**config.mk**
```make
export PLATFORM = sky130hd
export DESIGN_NAME = div_seq_n
export DESIGN_NICKNAME = d
export VERILOG_FILES = /design/src/rtl/div_seq_n.sv
export SDC_FILE = /design/constraint.sdc
export NUM_CORES = 1
export LEC_CHECK = 0
export ABC_AREA = 1
export BUFFER_PORTS_ARGS = -buffer_cell sky130_fd_sc_hd__buf_4
export CAP_MARGIN = 25
export CORE_AREA = 3 3 197 199
export CTS_BUF_LIST = sky130_fd_sc_hd__clkbuf_4 sky130_fd_sc_hd__clkbuf_8
export CTS_CLUSTER_SIZE = 20
export DETAILED_ROUTE_END_ITERATION = 10
export DIE_AREA = 0 0 200 202
export HOLD_SLACK_MARGIN = 0.15
export PLACE_DENSITY = 0.64
export SYNTH_ARGS = -nofsm -noshare
export SYNTH_HDL_FRONTEND = slang
export SYNTH_SLANG_ARGS = --single-unit
```
**constraint.sdc**
```tcl
create_clock -name clock -period 7.15 [get_ports clock]
set_clock_uncertainty 0.05 [all_clocks]
set_input_delay 0.715 -clock clock [delete_from_list [all_inputs] [get_ports clock]]
set_output_delay 0.715 -clock clock [all_outputs]
set_load 0.02 [all_outputs]
```
**src/rtl/div_seq_n.sv**
```systemverilog
// div_seq_n: sequential divider, one non-restoring iteration per clock.
// Supports unsigned and two's-complement (truncating) division.
//
// Ports
//   clock                     sole clock, rising edge
//   clear                     asynchronous active-high reset
//   start                     request, sampled only in IDLE
//   signed_mode               1 = signed divide, sampled with start
//   a_dividend, b_divisor     operands, sampled with start
//   busy                      high in CALC and FIX
//   done                      one-cycle pulse in DONE
//   div_by_zero               set with the result when the divisor was 0
//   c_quotient_and_remainder  {remainder, quotient}, held until the next FIX
//
// state | meaning
// IDLE  | waiting for start; operands latched on the accepting edge
// CALC  | WIDTH non-restoring iterations on |a| / |b|
// FIX   | final remainder restore, sign fix-up, result registered
// DONE  | done pulse, busy low; back to IDLE on the next edge
module div_seq_n #(
  parameter int WIDTH = 32
) (
  input  logic               clock,
  input  logic               clear,
  input  logic               start,
  input  logic               signed_mode,
  input  logic [WIDTH-1:0]   a_dividend,
  input  logic [WIDTH-1:0]   b_divisor,
  output logic               busy,
  output logic               done,
  output logic               div_by_zero,
  output logic [2*WIDTH-1:0] c_quotient_and_remainder
);

  localparam int CW = $clog2(WIDTH);

  typedef enum logic [1:0] {IDLE, CALC, FIX, DONE} state_t;

  state_t state, state_nx;

  logic [WIDTH:0]   acc;       // partial remainder A, WIDTH+1 bits, signed
  logic [WIDTH-1:0] quo;       // Q register: dividend magnitude shifts out, quotient bits shift in
  logic [WIDTH-1:0] dsr;       // divisor magnitude
  logic [WIDTH-1:0] dvd_raw;   // untouched dividend, returned as remainder on divide-by-zero
  logic             neg_q;
  logic             neg_r;
  logic             zero_div;
  logic [CW-1:0]    cnt;

  logic             a_neg, b_neg;
  logic [WIDTH-1:0] a_mag, b_mag;
  logic [WIDTH:0]   shifted, acc_step, rem_fix;
  logic [WIDTH-1:0] quo_step, rem_mag, q_out, r_out;

  // operand magnitudes; the most negative value maps to itself, which is
  // the correct unsigned magnitude
  always_comb begin
    a_neg = signed_mode & a_dividend[WIDTH-1];
    b_neg = signed_mode & b_divisor[WIDTH-1];
    a_mag = a_neg ? (~a_dividend + 1'b1) : a_dividend;
    b_mag = b_neg ? (~b_divisor + 1'b1) : b_divisor;
  end

  // one non-restoring step: shift {A,Q}, then subtract when A was
  // non-negative, add when it was negative; new quotient bit = ~sign(A)
  always_comb begin
    shifted  = {acc[WIDTH-1:0], quo[WIDTH-1]};
    acc_step = acc[WIDTH] ? (shifted + {1'b0, dsr}) : (shifted - {1'b0, dsr});
    quo_step = {quo[WIDTH-2:0], ~acc_step[WIDTH]};
  end

  always_comb begin
    rem_fix = acc[WIDTH] ? (acc + {1'b0, dsr}) : acc;
    rem_mag = rem_fix[WIDTH-1:0];
    q_out   = neg_q ? (~quo + 1'b1) : quo;
    r_out   = neg_r ? (~rem_mag + 1'b1) : rem_mag;
  end

  always_ff @(posedge clock or posedge clear) begin
    if (clear) state <= IDLE;
    else       state <= state_nx;
  end

  always_comb begin
    state_nx = state;
    busy     = 1'b0;
    done     = 1'b0;
    case (state)
      IDLE: begin
        if (start) state_nx = (b_divisor == '0) ? FIX : CALC;
      end
      CALC: begin
        busy = 1'b1;
        if (cnt == '0) state_nx = FIX;
      end
      FIX: begin
        busy     = 1'b1;
        state_nx = DONE;
      end
      DONE: begin
        done     = 1'b1;
        state_nx = IDLE;
      end
      default: state_nx = IDLE;
    endcase
  end

  always_ff @(posedge clock or posedge clear) begin
    if (clear) begin
      acc                      <= '0;
      quo                      <= '0;
      dsr                      <= '0;
      dvd_raw                  <= '0;
      neg_q                    <= 1'b0;
      neg_r                    <= 1'b0;
      zero_div                 <= 1'b0;
      cnt                      <= '0;
      div_by_zero              <= 1'b0;
      c_quotient_and_remainder <= '0;
    end else begin
      case (state)
        IDLE: begin
          if (start) begin
            acc      <= '0;
            quo      <= a_mag;
            dsr      <= b_mag;
            dvd_raw  <= a_dividend;
            neg_q    <= a_neg ^ b_neg;
            neg_r    <= a_neg;
            zero_div <= (b_divisor == '0);
            cnt      <= CW'(WIDTH - 1);
          end
        end
        CALC: begin
          acc <= acc_step;
          quo <= quo_step;
          if (cnt != '0) cnt <= cnt - 1'b1;
        end
        FIX: begin
          div_by_zero <= zero_div;
          if (zero_div) c_quotient_and_remainder <= {dvd_raw, {WIDTH{1'b1}}};
          else          c_quotient_and_remainder <= {r_out, q_out};
        end
        default: ;
      endcase
    end
  end

endmodule

```
==> out/qor.csv, run 1 <==
metric,value,unit
maximum fanout along the worst path,5,
# nets final,2819,
Final WS setup,2.95,ns
Syn Area/Cell,6.46,µm²
Period minus WS final,4.20,ns
status,"complete, no violations",
Crit path largest cell delay,0.43,ns
Die Wd,200,µm
synth unique cells,52,
routed len/inst,17.9,µm
area occupied by multi-input gates,9900,µm²
HP Class,in2async,
Lkg Pwr,9.70,nW
Slew Limit Fails,0,
DP HPWL,44.5,mm
WL final,57.6,mm
routed vias/inst,5.47,
fraction of layout cells with a size suffix above 1,10.6,%
full die area,40400,µm²
CTS HTree Levels,2,
crit path kind,reg2reg,
Clock Path Buffers,3,
Internal,4.57,mW
CTS clock-pin slew for the worst setup and hold paths,0.07,ns
Switching Power,5.39,mW
sequential share of power,23.3,%
critical path capture point type,register,
crit start category,register,
Worst Path Buf+Inv,1,
FF+latch area,5110,µm²
DRC viols,0,
Clock Latency Late Sink,0.58,ns
Slew @ Worst Pin,0.984,ns
Critical-path top delay cell,dfrtp_1,
CTS buffer count,38,
IO Port Bufs,134,
Synth Net Count,2712,
"delay-heaviest family, CP",simple AND/OR/NAND/NOR gates,
vias,17600,
WP data arrival,4.60,ns
GRT Util Overall,28.1,%
Most common cell on crit path,nand2_1,
clock sinks,204,
part of the power in combinational logic,64.5,%
Post-CTS Setup Repair Bufs,0,
most common flop cell mapped by yosys,dfrtp_1,
cell accounting for the most synthesized area,dfrtp_1,
pwr dens,528,nW/µm²
Max transition margin,34.0,%
area grow syn2layout,13.8,%
max_cap viols,0,
Mapped Cells,2567,
antenna violations before repair,1,
Syn. warnings,0,
count of final hold-check violations,0,
Starting Density,44.4,%
antenna cells,0,
Post-synth ARST share,100,%
fmax,238,MHz
Clock Tree Root,clkbuf_8,
GRT Residual Overflow,0,
Post-DRT Antenna Nets,0,
row count,71,
Post-Place Cells,3144,
cts repair resizes,0,
CTS Hold Bufs,0,
CP Data Required Time,7.55,ns
Clock Power Share,12.2,%
vias in the first global route,16100,
final core utilization,50.5,%
DRT iter0 DRCs,1840,
Core Region,37400,µm²
Final Non-Filler Cells,3211,
die height,202,µm
Final setup viols,0,
largest net degree at the start of global routing,129,
switching share of total power,54.1,%
Hold WS,0.264,ns
Area contributors post-synth,"dfrtp_1, nand2_1, inv_1",
I/O pin count,135,
top cell type's share of synthesized area,30.8,%
Netlist Area Pre-Place,16600,µm²
filler instances,3808,
"EDFF count, synth",0,
post-synthesis sequential area ratio,30.8,%
crit share post-route,58.7,%
worst-path cell chain,"inv_1, ha_1, nand2_1, nor2_1, nand2_1, nor3_2, nand3_1, nor3_1, nor2_1, xor2_1, ha_1, nand2_1, nor2_1, nand4_1, o21ai_1, a21boi_0, o21ai_1, nand3b_1, nand2_1, nand2_1, nand3_1, nand2_1",
RD Place Congestion,0.975,
CTS tree,yes,
unrepaired setup endpoints after global routing,no,
DP Worst Slack,3.03,ns
Peak supply drop,0.320,mV
setup TNS,0,ns
1st-pass router iterations,6,
Synth Register Bits,204,
first-pass GRT wire length,89.2,mm
## power by group through the flow
stage          logic, mW  clock network [mW]  registers, mW
4_1_cts             6.35                1.25           2.30
3_5_place_dp        6.32                   0           2.31
5_1_grt             7.22                1.30           2.38
3_3_place_gp        6.27                   0           2.31
2_1_floorplan       4.39                   0           2.28
6_report            6.42                1.22           2.32
## cells in the mapped netlist (29+ instances only)
cell,n
a21oi_1,132
nand2_1,735
nor2_1,256
o211ai_1,37
ha_1,75
xor2_1,57
nor3_1,29
inv_1,329
nand4_1,35
o21ai_0,223
a31oi_1,31
nand3_1,162
dfrtp_1,204
clkbuf_1,59
## cell type report
type | instances | share of cell area [%]
Multi-Input combinational cell | 1941 | 52.4
Sequential cell | 204 | 27.0
Tap cell | 511 | 3.39
Clock inverter | 5 | 0.311
Timing Repair Buffer | 149 | 6.03
Clock buffer | 61 | 3.98
Inverter | 340 | 6.81
## worst paths after layout
| check | start | endpoint | slack, ns | cells past startpoint |
|---|---|---|---|---|
| max in group asynchronous | clear | c_quotient_and_remainder[46]$_DFFE_PP0P_ | 5.43 | 4 |
| worst min-delay path | clear | acc[26]$_DFFE_PP0P_ | 0.26 | 2 |
| worst min register to register | c_quotient_and_remainder[61]$_DFFE_PP0P_ | c_quotient_and_remainder[61]$_DFFE_PP0P_ | 0.43 | 2 |
| worst max-delay path | dsr[1]$_DFFE_PP0P_ | acc[29]$_DFFE_PP0P_ | 2.95 | 22 |
| worst max register to register | dsr[1]$_DFFE_PP0P_ | acc[29]$_DFFE_PP0P_ | 2.95 | 22 |
| min in group clock | a_dividend[7] | dvd_raw[7]$_DFFE_PP0P_ | 0.35 | 3 |
## registers in the layout, summed over array words and instances (netlist names)
signal / cells
neg_q: 1
zero_div: 1
state: 2
neg_r: 1
quo: 32
cnt: 5
dsr: 32
c_quotient_and_remainder: 64
dvd_raw: 32
div_by_zero: 1
acc: 33
## kinds of logic after synthesis
kind of cell             count (synthesis)  synth area share, %
adder cells (fa/ha/maj)                 77                 5.90
flip-flops                             204                 30.8
AND/OR/NAND/NOR                       1292                 33.0
XOR/XNOR                                70                 3.69
AO/OA/AOI/OAI                          502                 17.0
buffers and inverters                  422                 9.70
## worst register-to-register path, stage by stage (launching register included)
cell and delay (ns):
dfrtp_1 0.43, inv_1 0.13, ha_1 0.19, nand2_1 0.06, nor2_1 0.12, nand2_1 0.11, nor3_2 0.28, nand3_1 0.14
nor3_1 0.33, nor2_1 0.09, xor2_1 0.18, ha_1 0.35, nand2_1 0.08, nor2_1 0.13, nand4_1 0.09, o21ai_1 0.29
a21boi_0 0.25, o21ai_1 0.37, nand3b_1 0.15, nand2_1 0.08, nand2_1 0.04, nand3_1 0.07, nand2_1 0.05
## cell usage in the layout (no fill, tap or decap), types with 13 or more instances in the layout
master	n
dfrtp_1	203
o211ai_1	37
xor2_1	57
o21ai_0	222
inv_1	328
clkbuf_8	47
buf_4	148
a31oi_1	31
o22ai_1	13
a21oi_1	132
ha_1	74
nor2_1	255
nand3_1	162
nand2_1	734
clkbuf_4	14
xnor2_1	13
o21ai_1	17
nor3_1	29
or2_2	16
nand4_1	35
## metal layers
layer / wire length, µm / global-route usage [%] / vias to the layer above
met5: 0 / 0 / -
met4: 1160 / 6.48 / 0
met3: 4470 / 5.10 / 70
met1: 27800 / 43.3 / 8230
met2: 24100 / 40.6 / 662
li1: - / - / 8596
## through the flow
stage,instance area (µm²),total power [mW]
final,18900,9.96
after global routing,18900,10.9
after CTS,18900,9.90
after detailed placement,18000,8.63
after global placement,18000,8.58
after floorplan,16600,6.67
No activity file was read; power rests on OpenSTA's default activity.
==> run 2: changes to the inputs <==
==> constraint.sdc (replaced) <==
create_clock -name clock -period 4.3 [get_ports clock]
set_clock_uncertainty 0.05 [all_clocks]
set_input_delay 0.43 -clock clock [delete_from_list [all_inputs] [get_ports clock]]
set_output_delay 0.43 -clock clock [all_outputs]
set_load 0.02 [all_outputs]
==> run 2 against run 1 <==
Effect of this change:
- first-iteration DRC count fell by 25%
- count of clock-buffer cells in the layout rose by 2
- largest cell class unchanged
- combinational power rose by 70%
- global-route usage rose by 1.3 points
- final cell count rose by 1.8%
- power rose by 71%
- routed wire length rose by 3.7%
==> out/qor.csv, run 2 (same netlist as run 1, synthesis figures left out) <==
metric,value,unit,change
vias,17600,,+0.22%
crit start category,register,,
setup TNS,0,ns,unchanged
dpl cell area,18100,µm²,+0.41%
Clock Power Share,13.5,%,+1.3 points
routed vias/inst,5.38,,-1.5%
CTS buffer count,40,,+5.3%
maximum fanout along the worst path,5,,unchanged
"most common cell after layout, fill and taps aside",nand2_1,,
vias in the first global route,16600,,+3.2%
Period minus WS final,3.85,ns,-0.344 ns
area grow syn2layout,17.8,%,
DP Worst Slack,0.298,ns,-2.73 ns
critical path capture point type,register,,
first-pass GRT wire length,92.6,mm,+3.7%
Clock Latency Late Sink,0.60,ns,+0.02 ns
Die Wd,200,µm,unchanged
pwr dens,874,nW/µm²,+66%
FF+latch area,5110,µm²,unchanged
RD Place Congestion,0.981,,+0.61%
largest net degree at the start of global routing,95,,-26%
Lkg Pwr,9.99,nW,+3.0%
DP HPWL,46.1,mm,+3.6%
sequential share of power,22.9,%,-0.4 points
max reg flops,64,,unchanged
Slew Limit Fails,0,,unchanged
most frequent cells in the layout,"nand2_1, inv_1, nor2_1",,
DRC viols,0,,unchanged
IO Port Bufs,134,,unchanged
clock sinks,204,,unchanged
crit path kind,reg2reg,,
fraction of layout cells with a size suffix above 1,11.0,%,+0.40 points
Final setup viols,0,,unchanged
CP Data Required Time,4.69,ns,-2.86 ns
total power,17.1,mW,+71%
CTS tree,yes,,
Final Cell Area,19500,µm²,+3.5%
Clock Path Buffers,3,,unchanged
fmax,260,MHz,+8.9%
HP Class,in2reg,,
routed len/inst,18.3,µm,+1.9%
row count,71,,unchanged
Clock Tree Root,clkbuf_8,,
# nets final,2872,,+1.9%
GRT Residual Overflow,0,,unchanged
WL final,59.7,mm,+3.7%
largest registers,"c_quotient_and_remainder (64), acc (33)",,
die height,202,µm,unchanged
WP data arrival,4.25,ns,-0.35 ns
switching share of total power,53.5,%,-0.58 points
antenna cells,0,,unchanged
GRT Util Overall,29.3,%,+1.3 points
Switching Power,9.14,mW,+70%
Post-DRT Antenna Nets,0,,unchanged
area occupied by multi-input gates,9920,µm²,+0.18%
part of the power in combinational logic,63.5,%,-1.0 points
full die area,40400,µm²,unchanged
DRT iter0 DRCs,1375,,-25%
crit share post-route,89.6,%,+31 points
max_cap viols,0,,unchanged
Internal,7.94,mW,+74%
Starting Density,44.4,%,unchanged
count of final hold-check violations,0,,unchanged
filler instances,3872,,+1.7%
status,"complete, no violations",,
Max transition margin,44.6,%,+11 points
CTS clock-pin slew for the worst setup and hold paths,0.06,ns,about the same
1st-pass router iterations,6,,unchanged
Peak supply drop,0.386,mV,+21%
Final WS setup,0.447,ns,-2.51 ns
CTS HTree Levels,2,,unchanged
final core utilization,52.2,%,+1.8 points
antenna violations before repair,0,,-1
Reg with most FFs,c_quotient_and_remainder,,
I/O pin count,135,,unchanged
unrepaired setup endpoints after global routing,no,,
Slew @ Worst Pin,0.830,ns,-0.154 ns
Core Region,37400,µm²,unchanged
-- run 2: path summary, 6_finish.rpt --
check                                                         start                                  endpoint  slack [ns]  cells after the start
max                                              dsr[2]$_DFFE_PP0P_                       acc[30]$_DFFE_PP0P_        0.45                     19
min                                                   b_divisor[11]                       dsr[11]$_DFFE_PP0P_        0.19                      3
max reg2reg                                      dsr[2]$_DFFE_PP0P_                       acc[30]$_DFFE_PP0P_        0.45                     19
min reg2reg                c_quotient_and_remainder[63]$_DFFE_PP0P_  c_quotient_and_remainder[63]$_DFFE_PP0P_        0.43                      2
max in group asynchronous                                     clear                      state[0]$_DFFE_PP0P_        2.86                      4
min in group asynchronous                                     clear  c_quotient_and_remainder[45]$_DFFE_PP0P_        0.41                      3
-- run 2: power groups by stage --
| stage | Combinational (mW) | Sequential (mW) | Clock, mW |
|---|---|---|---|
| after floorplan | 7.30 | 3.79 | 0 |
| final | 10.9 | 3.91 | 2.31 |
| after global routing | 12.2 | 4.01 | 2.44 |
| after detailed placement | 10.6 | 3.89 | 0 |
| after global placement | 10.5 | 3.87 | 0 |
| after CTS | 10.7 | 3.87 | 2.36 |
-- run 2: area by class of cell --
class | instances | share of cell area [%]
Sequential cell | 204 | 26.1
Clock inverter | 9 | 0.781
Clock buffer | 63 | 4.05
Timing Repair Buffer | 200 | 8.44
Multi-Input combinational cell | 1941 | 50.8
Inverter | 340 | 6.56
Tap cell | 511 | 3.27
-- run 2: per-layer routing --
layer | track usage, % | up-vias | wire [µm]
li1 | - | 8718 | -
met1 | 43.1 | 8171 | 28000
met2 | 42.8 | 608 | 25100
met3 | 7.07 | 100 | 4830
met4 | 8.55 | 0 | 1750
met5 | 0 | - | 0
-- run 2: critical path, stage by stage (launching register included) --
cell and delay [ns]:
dfrtp_1 0.45, nor2_1 0.15, nand3_1 0.12, nor2_1 0.14, nand3_1 0.10, nand3b_1 0.18, nand3b_1 0.23, nor2_2 0.18
nand3_1 0.14, nand2_1 0.14, o21ai_0 0.12, xor2_1 0.18, ha_1 0.36, a21oi_1 0.20, o21ai_0 0.17, a221oi_2 0.26
a21oi_1 0.10, or2_2 0.29, nor2_1 0.10, o22ai_1 0.09
-- run 2: stage by stage --
stage,hold WS [ns],instances
6_report,0.186,3268
5_1_grt,0.184,3268
4_1_cts,0.152,3267
3_5_place_dp,0.411,3151
3_3_place_gp,0.407,3151
2_1_floorplan,0.394,2567
-- run 2: repair_timing --
action,4_1_cts,5_1_grt
setup endpoints to repair,0,4
buffers inserted,0,0
hold buffers,44,0
gates resized for setup,0,4
endpoints found under the hold margin,65,0
==> run 3: changes to the inputs <==
==> config.mk (replaced) <==
export PLATFORM = sky130hd
export DESIGN_NAME = div_seq_n
export DESIGN_NICKNAME = d
export VERILOG_FILES = /design/src/rtl/div_seq_n.sv
export SDC_FILE = /design/constraint.sdc
export NUM_CORES = 1
export LEC_CHECK = 0
export BUFFER_PORTS_ARGS = -buffer_cell sky130_fd_sc_hd__buf_4
export CAP_MARGIN = 25
export CORE_AREA = 3 3 252 254
export CTS_BUF_LIST = sky130_fd_sc_hd__clkbuf_4 sky130_fd_sc_hd__clkbuf_8
export CTS_CLUSTER_SIZE = 20
export DETAILED_ROUTE_END_ITERATION = 10
export DIE_AREA = 0 0 255 257
export HOLD_SLACK_MARGIN = 0.15
export PLACE_DENSITY = 0.42
export SETUP_SLACK_MARGIN = 0.5
export SYNTH_ARGS = -nofsm -noshare
export SYNTH_HDL_FRONTEND = slang
export SYNTH_SLANG_ARGS = --single-unit
==> run 3 against run 2 <==
Effect of this change:
- synthesized area is 7.4% lower
- first-iteration DRC count is 54% lower
- via count fell by 19%
- critical path type unchanged
==> out/qor.csv, run 3 <==
metric,value,unit,change
met1 GRT Util,21.7,%,-21 points
critical path capture point type,register,,
routing usage on met3,2.19,%,-4.9 points
Clock Path Buffers,3,,unchanged
Syn. warnings,0,,unchanged
Mapped Cells,1871,,-27%
crit start category,register,,
vias,14200,,-19%
Period minus WS final,3.85,ns,-0.00211 ns
GR peak layer,met2,,
count of final hold-check violations,0,,unchanged
GRT Residual Overflow,0,,unchanged
fraction of layout cells with a size suffix above 1,21.3,%,+10 points
1st-pass router iterations,5,,-1
DRC viols,0,,unchanged
Starting Density,25.0,%,-19 points
Commonest cells post-synth,"nand2_1, dfrtp_1, a21oi_1",,
Post-synth ARST share,100,%,unchanged
synth unique cells,88,,+69%
WL final,50.4,mm,-16%
Core Region,61500,µm²,+64%
Internal,9.04,mW,+14%
full die area,65500,µm²,+62%
Crit path largest cell delay,0.56,ns,+0.11 ns
max reg flops,64,,unchanged
Max transition margin,27.3,%,-17 points
final core utilization,32.1,%,-20 points
Final WS setup,0.449,ns,+0.00211 ns
FF+latch area,5110,µm²,+0.12%
status,"complete, no violations",,
Die Wd,255,µm,+28%
antenna violations before repair,2,,+2
max_cap viols,0,,unchanged
HP Class,in2reg,,
met2 Use GR,23.2,%,-20 points
WP data arrival,4.27,ns,+0.02 ns
CTS buffer count,42,,+5.0%
Lkg Pwr,8.37,nW,-16%
RD Place Congestion,0.883,,-10%
Synth Register Bits,204,,unchanged
Clock Latency Late Sink,0.62,ns,+0.02 ns
Reg with most FFs,c_quotient_and_remainder,,
crit path kind,reg2reg,,
Slew Limit Fails,0,,unchanged
clock sinks,204,,unchanged
fmax,260,MHz,about the same
DP HPWL,38.1,mm,-17%
I/O pin count,135,,unchanged
Synth Net Count,2016,,-26%
row count,91,,+28%
most common cell in the synthesized netlist,nand2_1,,
IO Port Bufs,134,,unchanged
# nets final,2240,,-22%
routed vias/inst,4.87,,-9.5%
Switching Power,8.75,mW,-4.3%
part of the power in combinational logic,65.0,%,+1.5 points
CTS tree,yes,,
setup TNS,0,ns,unchanged
most common flop cell mapped by yosys,dfrtp_1,,
Area contributors post-synth,"dfrtp_1, a21oi_1, xor2_1",,
die height,257,µm,+27%
crit share post-route,89.6,%,about the same
largest registers,"c_quotient_and_remainder (64), acc (33)",,
"delay-heaviest family, CP",simple AND/OR/NAND/NOR gates,,
most frequent cells in the layout,"nand2_1, buf_4, dfrtp_1",,
largest net degree at the start of global routing,84,,-12%
worst-path cell chain,"or4_1, or3_4, or4_4, nor3_4, nand2b_1, inv_1, a21oi_1, xor2_1, ha_1, a21o_1, or3_1, a211oi_2, o41ai_2, xnor2_1, o22ai_1",,
pwr dens,901,nW/µm²,+3.0%
cell accounting for the most synthesized area,dfrtp_1,,
Clock Power Share,12.2,%,-1.3 points
Peak supply drop,0.245,mV,-37%
"EDFF count, synth",0,,unchanged
DRT iter0 DRCs,631,,-54%
CTS clock-pin slew for the worst setup and hold paths,0.06,ns,about the same
Clock Tree Root,clkbuf_8,,
"most common cell after layout, fill and taps aside",nand2_1,,
unrepaired setup endpoints after global routing,yes,,
total power,17.8,mW,+4.2%
Worst Path Buf+Inv,1,,+1
Critical-path top delay cell,or4_1,,
CP Data Required Time,4.71,ns,+0.02 ns
routed len/inst,17.3,µm,-5.5%
top cell type's share of synthesized area,33.2,%,+2.5 points
Post-DRT Antenna Nets,0,,unchanged
Slew @ Worst Pin,1.09,ns,+0.261 ns
area occupied by multi-input gates,10300,µm²,+3.4%
post-synthesis sequential area ratio,33.2,%,+2.5 points
GRT Util Overall,15.0,%,-14 points
sequential share of power,22.8,%,about the same
Final setup viols,0,,unchanged
switching share of total power,49.2,%,-4.3 points
area grow syn2layout,28.6,%,
first-pass GRT wire length,78.3,mm,-15%
Syn Area/Cell,8.21,µm²,+27%
maximum fanout along the worst path,4,,-1
vias in the first global route,13700,,-17%
filler instances,6498,,+68%
Netlist Area Pre-Place,15400,µm²,-7.4%
antenna cells,0,,unchanged
DP Worst Slack,0.169,ns,-0.130 ns
CTS HTree Levels,2,,unchanged
## run 3: power by group through the flow
stage               clock network, mW  registers, mW  logic (mW)
floorplan                           0           3.92        7.57
global placement                    0           4.01        10.4
detailed placement                  0           4.04        10.4
CTS                              2.28           4.03        10.8
global route                     2.35           4.20        12.9
finish                           2.17           4.05        11.6
## run 3: worst paths after layout
| kind | endpoint | slack [ns] | start | cells after the start |
|---|---|---|---|---|
| max | acc[31]$_DFFE_PP0P_ | 0.45 | dsr[16]$_DFFE_PP0P_ | 15 |
| min | dvd_raw[0]$_DFFE_PP0P_ | 0.19 | a_dividend[0] | 3 |
| max reg2reg | acc[31]$_DFFE_PP0P_ | 0.45 | dsr[16]$_DFFE_PP0P_ | 15 |
| min reg2reg | dvd_raw[1]$_DFFE_PP0P_ | 0.43 | dvd_raw[1]$_DFFE_PP0P_ | 2 |
| max in group asynchronous | dsr[10]$_DFFE_PP0P_ | 2.99 | clear | 4 |
| min in group asynchronous | quo[3]$_DFFE_PP0P_ | 0.38 | clear | 3 |
## run 3: per-layer routing
| layer | vias up | part of all wire, % |
|---|---|---|
| met4 | 0 | 2.0 |
| met2 | 290 | 44 |
| li1 | 7161 | - |
| met5 | - | 0 |
| met1 | 6693 | 50 |
| met3 | 67 | 4.4 |
## run 3: through the flow
| stage | cell area (µm²) | cells | hold slack (ns) |
|---|---|---|---|
| 6_report | 19800 | 2917 | 0.194 |
| 5_1_grt | 19800 | 2917 | 0.235 |
| 4_1_cts | 19300 | 2899 | 0.166 |
| 3_5_place_dp | 17400 | 2744 | 0.427 |
| 3_3_place_gp | 17400 | 2744 | 0.420 |
| 2_1_floorplan | 15500 | 1871 | 0.400 |
## run 3: final cells by class
class,instances,area share [%]
inverters,67,1.29
clock buffers,69,4.24
clock inverters,7,0.279
repair buffers,272,11.4
multi-input cells,1508,51.9
well taps,790,5.00
flip-flops and latches,204,25.9
## run 3: tightest hold or removal path: stages
cell	delay [ns]
buf_4	0.10
inv_1	0.10
o21ai_0	0.17
## run 3: logic make-up (layout without fill, tap and decap cells)
group / after synthesis / in the layout / share of synthesized area (%)
buffers and inverters: 159 / 415 / 4.14
AO/OA/AOI/OAI: 591 / 591 / 23.7
AND/OR/NAND/NOR: 609 / 609 / 18.6
XOR/XNOR: 177 / 177 / 10.1
flip-flops: 204 / 204 / 33.2
multiplexers: 54 / 54 / 3.85
adder cells (fa/ha/maj): 77 / 77 / 6.37
## run 3: timing repair
item                                    CTS  global route
resized for setup                        40            86
hold endpoints to repair                 85             0
setup buffers                            10            18
hold buffers                             69             0
pin swaps                                21            30
cloned                                    0             0
endpoints found under the setup margin   22            31
